$ cat src/rtl/seq_pkg.sv
// Shared state encodings and default widths for the serial pattern generator.
// Also used by the detector bench so both sides agree on pattern geometry.
package seq_pkg;

    localparam int PAT_W_D = 4;
    localparam int CNT_W_D = 4;

    typedef enum logic [1:0] {
        IDLE  = 2'd0,
        SHIFT = 2'd1,
        DONE  = 2'd2,
        GAP   = 2'd3
    } state_t;

endpackage

$ cat src/rtl/seq_gen_moore_if.sv
// Start handshake and serial output bundle for seq_gen_moore.
// master = pattern source / observer, slave = generator.
interface seq_gen_moore_if #(
    parameter int PAT_W = 4,
    parameter int CNT_W = 4
);

    logic             start;
    logic [PAT_W-1:0] pattern;
    logic [CNT_W-1:0] repeat_n;
    logic             ready;
    logic             out;
    logic             out_valid;
    logic             done;

    modport master (
        output start, pattern, repeat_n,
        input  ready, out, out_valid, done
    );

    modport slave (
        input  start, pattern, repeat_n,
        output ready, out, out_valid, done
    );

endinterface

$ cat src/rtl/seq_piso.sv
// Parallel-load, left-shift register; load has priority over shift.
// msb is the bit currently presented on the serial line.
module seq_piso #(
    parameter int W = 4
) (
    input  logic         clk,
    input  logic         reset,
    input  logic         load,
    input  logic         shift,
    input  logic [W-1:0] d,
    output logic         msb
);

    logic [W-1:0] q;

    always_ff @(posedge clk or negedge reset) begin
        if (!reset) begin
            q <= '0;
        end else if (load) begin
            q <= d;
        end else if (shift) begin
            q <= {q[W-2:0], 1'b0};
        end
    end

    assign msb = q[W-1];

endmodule

$ cat src/rtl/seq_gen_moore.sv
// Moore serial pattern transmitter: MSB-first, repeated repeat_n times.
// Define SEQ_GEN_GAP_EN for a one-cycle idle gap between repetitions.
module seq_gen_moore
    import seq_pkg::*;
#(
    parameter int PAT_W = PAT_W_D,
    parameter int CNT_W = CNT_W_D
) (
    input  logic            clk,
    input  logic            reset,
    seq_gen_moore_if.slave  bus
);

    localparam int BW = $clog2(PAT_W);

    state_t           state;
    state_t           nxt;
    logic [PAT_W-1:0] pat_q;
    logic [PAT_W-1:0] load_d;
    logic [BW-1:0]    bit_q;
    logic [CNT_W-1:0] rep_q;
    logic             load;
    logic             shift;
    logic             accept;
    logic             rep_dec;
    logic             last;
    logic             msb;

    assign last = (bit_q == BW'(PAT_W - 1));

    always_comb begin
        nxt     = state;
        load    = 1'b0;
        shift   = 1'b0;
        accept  = 1'b0;
        rep_dec = 1'b0;
        load_d  = pat_q;
        unique case (state)
            IDLE: begin
                if (bus.start) begin
                    accept = 1'b1;
                    load   = 1'b1;
                    load_d = bus.pattern;
                    nxt    = (bus.repeat_n == '0) ? DONE : SHIFT;
                end
            end
            SHIFT: begin
                shift = 1'b1;
                if (last) begin
                    if (rep_q > CNT_W'(1)) begin
                        rep_dec = 1'b1;
`ifdef SEQ_GEN_GAP_EN
                        nxt     = GAP;
`else
                        load    = 1'b1;
`endif
                    end else begin
                        nxt = DONE;
                    end
                end
            end
`ifdef SEQ_GEN_GAP_EN
            GAP: begin
                load = 1'b1;
                nxt  = SHIFT;
            end
`endif
            DONE: begin
                nxt = IDLE;
            end
            default: begin
                nxt = IDLE;
            end
        endcase
    end

    always_ff @(posedge clk or negedge reset) begin
        if (!reset) begin
            state <= IDLE;
            pat_q <= '0;
            bit_q <= '0;
            rep_q <= '0;
        end else begin
            state <= nxt;
            if (accept) begin
                pat_q <= bus.pattern;
                rep_q <= bus.repeat_n;
                bit_q <= '0;
            end else if (rep_dec) begin
                rep_q <= rep_q - CNT_W'(1);
                bit_q <= '0;
            end else if (shift) begin
                bit_q <= bit_q + BW'(1);
            end
        end
    end

    seq_piso #(
        .W (PAT_W)
    ) u_piso (
        .clk   (clk),
        .reset (reset),
        .load  (load),
        .shift (shift),
        .d     (load_d),
        .msb   (msb)
    );

    // Outputs decode registered state only.
    assign bus.ready     = (state == IDLE);
    assign bus.out_valid = (state == SHIFT);
    assign bus.out       = (state == SHIFT) & msb;
    assign bus.done      = (state == DONE);

endmodule

$ cat src/flat_wrapper.sv
// flat-port wrapper written by rule: the top's interface ports become plain ports
module seq_gen_moore_flat import seq_pkg::*;
#(
    parameter int PAT_W = PAT_W_D,
    parameter int CNT_W = CNT_W_D
)
  (clk, reset, bus_start, bus_pattern, bus_repeat_n, bus_ready, bus_out, bus_out_valid, bus_done);
  seq_gen_moore_if #(.PAT_W(PAT_W), .CNT_W(CNT_W)) bus_i ();
  input  logic clk;
  input  logic reset;
  input wire logic [$bits(bus_i.start)-1:0] bus_start;
  input wire logic [$bits(bus_i.pattern)-1:0] bus_pattern;
  input wire logic [$bits(bus_i.repeat_n)-1:0] bus_repeat_n;
  output wire logic [$bits(bus_i.ready)-1:0] bus_ready;
  output wire logic [$bits(bus_i.out)-1:0] bus_out;
  output wire logic [$bits(bus_i.out_valid)-1:0] bus_out_valid;
  output wire logic [$bits(bus_i.done)-1:0] bus_done;
  assign bus_i.start = bus_start;
  assign bus_i.pattern = bus_pattern;
  assign bus_i.repeat_n = bus_repeat_n;
  assign bus_ready = bus_i.ready;
  assign bus_out = bus_i.out;
  assign bus_out_valid = bus_i.out_valid;
  assign bus_done = bus_i.done;
  seq_gen_moore #(.PAT_W(PAT_W), .CNT_W(CNT_W)) u_core (.clk(clk), .reset(reset), .bus(bus_i));
endmodule
$ cat config.mk
export PLATFORM = sky130hd
export DESIGN_NAME = seq_gen_moore_flat
export DESIGN_NICKNAME = d
export VERILOG_FILES = /design/src/rtl/seq_pkg.sv /design/src/rtl/seq_gen_moore_if.sv /design/src/rtl/seq_piso.sv /design/src/rtl/seq_gen_moore.sv /design/src/flat_wrapper.sv
export SDC_FILE = /design/constraint.sdc
export NUM_CORES = 1
export LEC_CHECK = 0
export ABC_AREA = 1
export CAP_MARGIN = 30
export CORE_MARGIN = 3
export CORE_UTILIZATION = 43
export CTS_CLUSTER_SIZE = 25
export DETAILED_ROUTE_END_ITERATION = 16
export PLACE_DENSITY = 0.67
export SLEW_MARGIN = 20
export SYNTH_ARGS = -nofsm -noshare
export SYNTH_HDL_FRONTEND = slang
export SYNTH_SLANG_ARGS = --single-unit
$ cat constraint.sdc
create_clock -name clk -period 2.3 [get_ports clk]
set_input_delay 0.345 -clock clk [delete_from_list [all_inputs] [get_ports clk]]
set_output_delay 0.345 -clock clk [all_outputs]
set_load 0.01 [all_outputs]
Word-level counts from Yosys, hierarchy flattened
Index checks and enable logic that the tools add are counted.
- bitwise operators: 1
- reduce and logical (&&, ||, !) cells: 6
- muxes and demuxes: 21
- magnitude comparators: 1
- eq/ne operators: 6
- add/sub/neg operators: 2
- operator list (operator ; number):
    two-way mux 4 bit ; 6
    two-way mux 2 bit ; 7
    two-way mux 1 bit ; 6
    == test 2 bit, second input constant ; 2
    > comparator 4 x 1 -> 1 bit, second input constant ; 1
    zero test 4 bit ; 1
    inequality test 2 bit, second input constant ; 2
    case mux 2 bit (2 select lines) ; 1
    nonzero test 2 bit ; 2
    subtractor 4 x 1 -> 4 bit, second input constant ; 1
    AND reduction 3 bit ; 1
    nonzero test 3 bit ; 1
    adder 2 x 1 -> 2 bit, second input constant ; 1
    == test 2 x 1 -> 1 bit, second input constant ; 1
    zero test 2 bit ; 1
    inequality test 2 x 1 -> 1 bit, second input constant ; 1
    case mux 1 bit (2 select lines) ; 1
    AND 1 bit ; 1
- bits in registers: 16
- input port bits: 11
- output and inout port bits: 4

Longest topological paths before layout
- word-level depth: 6
- gate-level depth with buffers: 10

Cells and area by module
A second synthesis with hierarchy kept.
- cells, all modules: 119
- area total of the unflattened synthesis: 893.4 µm²
- modules (own cells, without submodules) (module ; instances ; cells each ; sequential area each (µm²) ; area each (µm²)):
    seq_gen_moore ; 1 ; 98 ; 300.3 ; 719.4
    seq_piso ; 1 ; 21 ; 100.1 ; 173.9

Worst setup path after synthesis
No wires, ideal clock.
- kind: register -> register
- start point: register u_core.rep_q[0]
- end point: register u_core.rep_q[1]
- data required time: 2.177 ns
- path buffers: 1
- library setup time: 0.123 ns
- cell stages (with the launch flop): 11
- arrival time: 1.185 ns
- path slack: 0.992 ns
- cell sequence: dfrtp_1 -> inv_1 -> ha_1 -> inv_1 -> nand2_1 -> nand2_1 -> nand3_2 -> nand2_2 -> buf_6 -> nand2_1 -> o21ai_1
- word-level cells in the longest chain between the ends: 5
- elaborated cells on any way between the ends: 8
- those cells by class: add/sub: 1; order compare: 1; mux: 5; reduce/logical: 1
- RTL lines (what ; line ; source):
    start: declaration ; seq_gen_moore.sv:21 ; logic [CNT_W-1:0] rep_q;
    start signal: assignment ; seq_gen_moore.sv:87 ; rep_q <= bus.repeat_n;
    start signal: assignment ; seq_gen_moore.sv:90 ; rep_q <= rep_q - CNT_W'(1);
    > comparator 4 x 1 -> 1 bit ; seq_gen_moore.sv:50 ; if (rep_q > CNT_W'(1)) begin
    two-way mux 1 bit ; seq_gen_moore.sv:50 ;
    two-way mux 1 bit ; seq_gen_moore.sv:49 ; if (last) begin
    two-way mux 1 bit ; seq_gen_moore.sv:38 ; unique case (state)
    nonzero test 2 bit (no source line) ; -- ;
Several ways; a longest one is shown, not always the timed one. The select of a mux whose other input is x is not followed.
A chain may end at the register's enable or synchronous reset.

Worst setup path after layout
- start point: register u_core.state[1]
- end point: output bus_out
- word-level cells in the longest chain between the ends: 2
- RTL lines (what ; line ; source):
    start: declaration ; seq_gen_moore.sv:16 ; state_t state;
    start signal: assignment ; seq_gen_moore.sv:84 ; state <= nxt;
    == test 2 x 1 -> 1 bit ; seq_gen_moore.sv:112 ; assign bus.out = (state == SHIFT) & msb;
    AND 1 bit ; seq_gen_moore.sv:112 ;
    end: declaration ; flat_wrapper.sv:15 ; output wire logic [$bits(bus_i.out)-1:0] bus_out;
Every way passes these cells.

==> results.toml <==
[status]
status = "complete, no violations"

[timing]
hold_ws_ns = 0.477
fmax_mhz = 482
rsz0062_at_grt = "no"
worstMarginPinSlew_ns = 0.686
fin_skew_ns = 0.00152
final_max_slew_viol_count = 0
finalCriticalPeriod_ns = 2.08
fin_setup_tns_ns = 0
setup_ws_ns = 0.224
setup_viol = 0
hold_viol = 0
relSlewSlack_pct = 54.1
fin_crit_sh_pct = 90.2

[routing]
wl_um = 1600
drt_iter0_drc = 7
post_drt_wl_per_cell_um = 10.6
viasPerCell = 4.80
routed-via-count = 725
drc_errors = 0
detail-route-antenna-nets = 0
drt-pass1-iter-count = 4

[critical_path]
r2r_start = "u_core.rep_q[0]"
crit_path_end_kind = "primary output"
worstPathRequired_ns = 1.96
cp_num_cells = 4
r2r_end = "u_core.u_piso.q[2]"
worst-setup-path-type = "reg2out"
r2r_setup_slack_ns = 0.76
max_stage_delay_ns = 0.54
cp_max_fo = 12
slowest_stage = "clkdlybuf4s50_1"
rr_worst_depth = 10
crit_start = "u_core.state[1]"
start_kind = "flip-flop"
endpoint = "bus_out"
arrival_ns = 1.73
critPathTopFamily = "buffers and inverters"
crit_buf_inv = 2
crit_chain = "nor2_4 -> inv_1 -> nor2_1 -> clkdlybuf4s50_1"

[floorplan]
ios = 15
die_area_um2 = 2590
design.core.area_um2 = 1820
die_w_um = 50.9
initial_core_util_pct = 47.7
num_rows = 15
die_y_um = 50.9

[power]
power_density_nw_per_um2 = 1230
ir_drop_mv = 0.575
p_leak_nw = 0.517

[clocking]
postCtsSetupBuffers = 0
cts_buffers = 3
cts_tree = "yes"
clock-root-buffer = "clkbuf_4"
clk_latency_ns = 0.28
postCtsHoldBufs = 0
cts_htree_levels = 1
post_cts_resized = 0
clock-sinks = 16
clk_pin_slew_worst_paths_ns = 0.09
clockBufferDepth = 2

[synthesis]
yosysWarnings = 0
avgSynthCellArea_um2 = 7.82
synth-adder-area-share_pct = 4.32
synth_top_area_share_pct = 46.1
synth_top_area_cell = "dfrtp_1"
synth_seq_area_share_pct = 46.1
synthXorXnorAreaFrac_pct = 1.01
synth_nets = 125
synthSimpleGateAreaFrac_pct = 33.3
synth-seq-cells = 16
synth_area_leaders = "dfrtp_1 46%, nand2_1 16%, nand3_1 5.2%"
muxShareOfSynthArea_pct = 0
synth_cell_type_count = 21
syn-cell-area_um2 = 868
synth-compound-area-share_pct = 7.06
synthCells = 111
synth_top_family_by_area = "simple AND/OR/NAND/NOR gates"

[run]
maxCapViolCount = 0

[placement]
hpwl_um = 1180
place_ws_ns = 0.536
portBuffers = 14
gp_congestion = 0.811
place_inst = 148

[layout]
antenna_cells = 0
fin_nets = 142
area_growth_pct = 20.2
instances_no_fill = 151
drive_above_1_share_pct = 9.52

[global_routing]
antenna_found_initial = 0
grt_pass1_vias = 713
grtUsageTotal_pct = 13.9
gr-total-overflow = 0
grt_pass1_wl_um = 2800
grt_max_degree = 17

[min_path]
hold_path_class = "in2async"
## final cells by class
| type | count | area, µm² |
|---|---|---|
| timing repair buffer | 14 | 140 |
| clock buffer | 3 | 22.5 |
| multi-input combinational | 79 | 397 |
| sequential | 16 | 400 |
| inverter | 14 | 52.6 |
| fill | 172 | 777 |
| tap | 25 | 31.3 |
## layer usage
| layer | GRT usage, % | routed length (µm) | vias to the layer above |
|---|---|---|---|
| li1 | - | - | 381 |
| met1 | 16.8 | 752 | 329 |
| met5 | 0 | 0 | - |
| met3 | 2.62 | 83 | 2 |
| met2 | 23.8 | 756 | 13 |
| met4 | 5.83 | 10 | 0 |
## state kept, by name (all words and copies together), names as in the netlist
| name | flops |
|---|---|
| u_core.pat_q | 4 |
| u_core.rep_q | 4 |
| u_core.u_piso.q | 4 |
| u_core.bit_q | 2 |
| u_core.state | 2 |
## per-stage QoR
step	utilization, %	total power, mW	cell area, µm²
floorplan	-	1.00	868
global placement	56.1	1.14	1020
detailed placement	56.1	1.15	1020
CTS	57.3	1.30	1040
global route	57.3	1.42	1040
finish	57.3	1.28	1040
## cells by family after synthesis
logic type                 after synthesis
adders and majority gates                3
xor gates and xnor gates                 1
buffers and inverters                   16
AOI/OAI and AO/OA                       11
DFF                                     16
and+or+nand+nor                         64
## synthesized netlist by cell type
master / instances
nand2_1: 37
dfrtp_1: 16
inv_1: 12
nand3_1: 9
nor2_1: 8
o21ai_1: 4
ha_1: 3
o21ai_0: 3
a21oi_1: 2
inv_2: 2
nand2_2: 2
nand4_1: 2
nor2_2: 2
nor2_4: 2
a22o_1: 1
buf_4: 1
buf_6: 1
nand3_2: 1
nor3_1: 1
o21a_1: 1
xnor2_1: 1
## where the power goes
part	leakage, nW	total [mW]	switching [mW]	internal, mW
clock network	0.0138	0.142	0.0815	0.0607
logic	0.305	0.661	0.388	0.273
registers	0.198	0.480	0.0698	0.410
## cell usage in the layout, fill, tap and decap left out
| cell type | synthesis | final |
|---|---|---|
| nand3_1 | 9 | 9 |
| a21oi_1 | 2 | 2 |
| nand3_2 | 1 | 1 |
| inv_1 | 12 | 12 |
| dfrtp_1 | 16 | 16 |
| nand2_1 | 37 | 37 |
| a22o_1 | 1 | 1 |
| nor3_1 | 1 | 1 |
| o21ai_1 | 4 | 4 |
| nor2_2 | 2 | 2 |
| xnor2_1 | 1 | 1 |
| nor2_4 | 2 | 2 |
| clkbuf_4 | 0 | 3 |
| inv_2 | 2 | 2 |
| nor2_1 | 8 | 8 |
| nand2_2 | 2 | 2 |
| nand4_1 | 2 | 2 |
| ha_1 | 3 | 3 |
| o21ai_0 | 3 | 3 |
| o21a_1 | 1 | 1 |
| clkdlybuf4s50_1 | 0 | 14 |
## how the worst min path moves through the flow
| stage | startpoint | endpoint | slack (ns) | depth (start not counted) |
|---|---|---|---|---|
| 2_1_floorplan | reset | u_core.bit_q[0] | 0.05 | 0 |
| 3_3_place_gp | u_core.pat_q[3] | u_core.pat_q[3] | 0.46 | 2 |
| 3_5_place_dp | u_core.pat_q[0] | u_core.pat_q[0] | 0.46 | 2 |
| 4_1_cts | u_core.pat_q[1] | u_core.pat_q[1] | 0.49 | 2 |
| 5_1_grt | u_core.pat_q[1] | u_core.pat_q[1] | 0.51 | 2 |
| 6_report | reset | u_core.rep_q[0] | 0.48 | 1 |
Power figures use the tool's default switching activity.
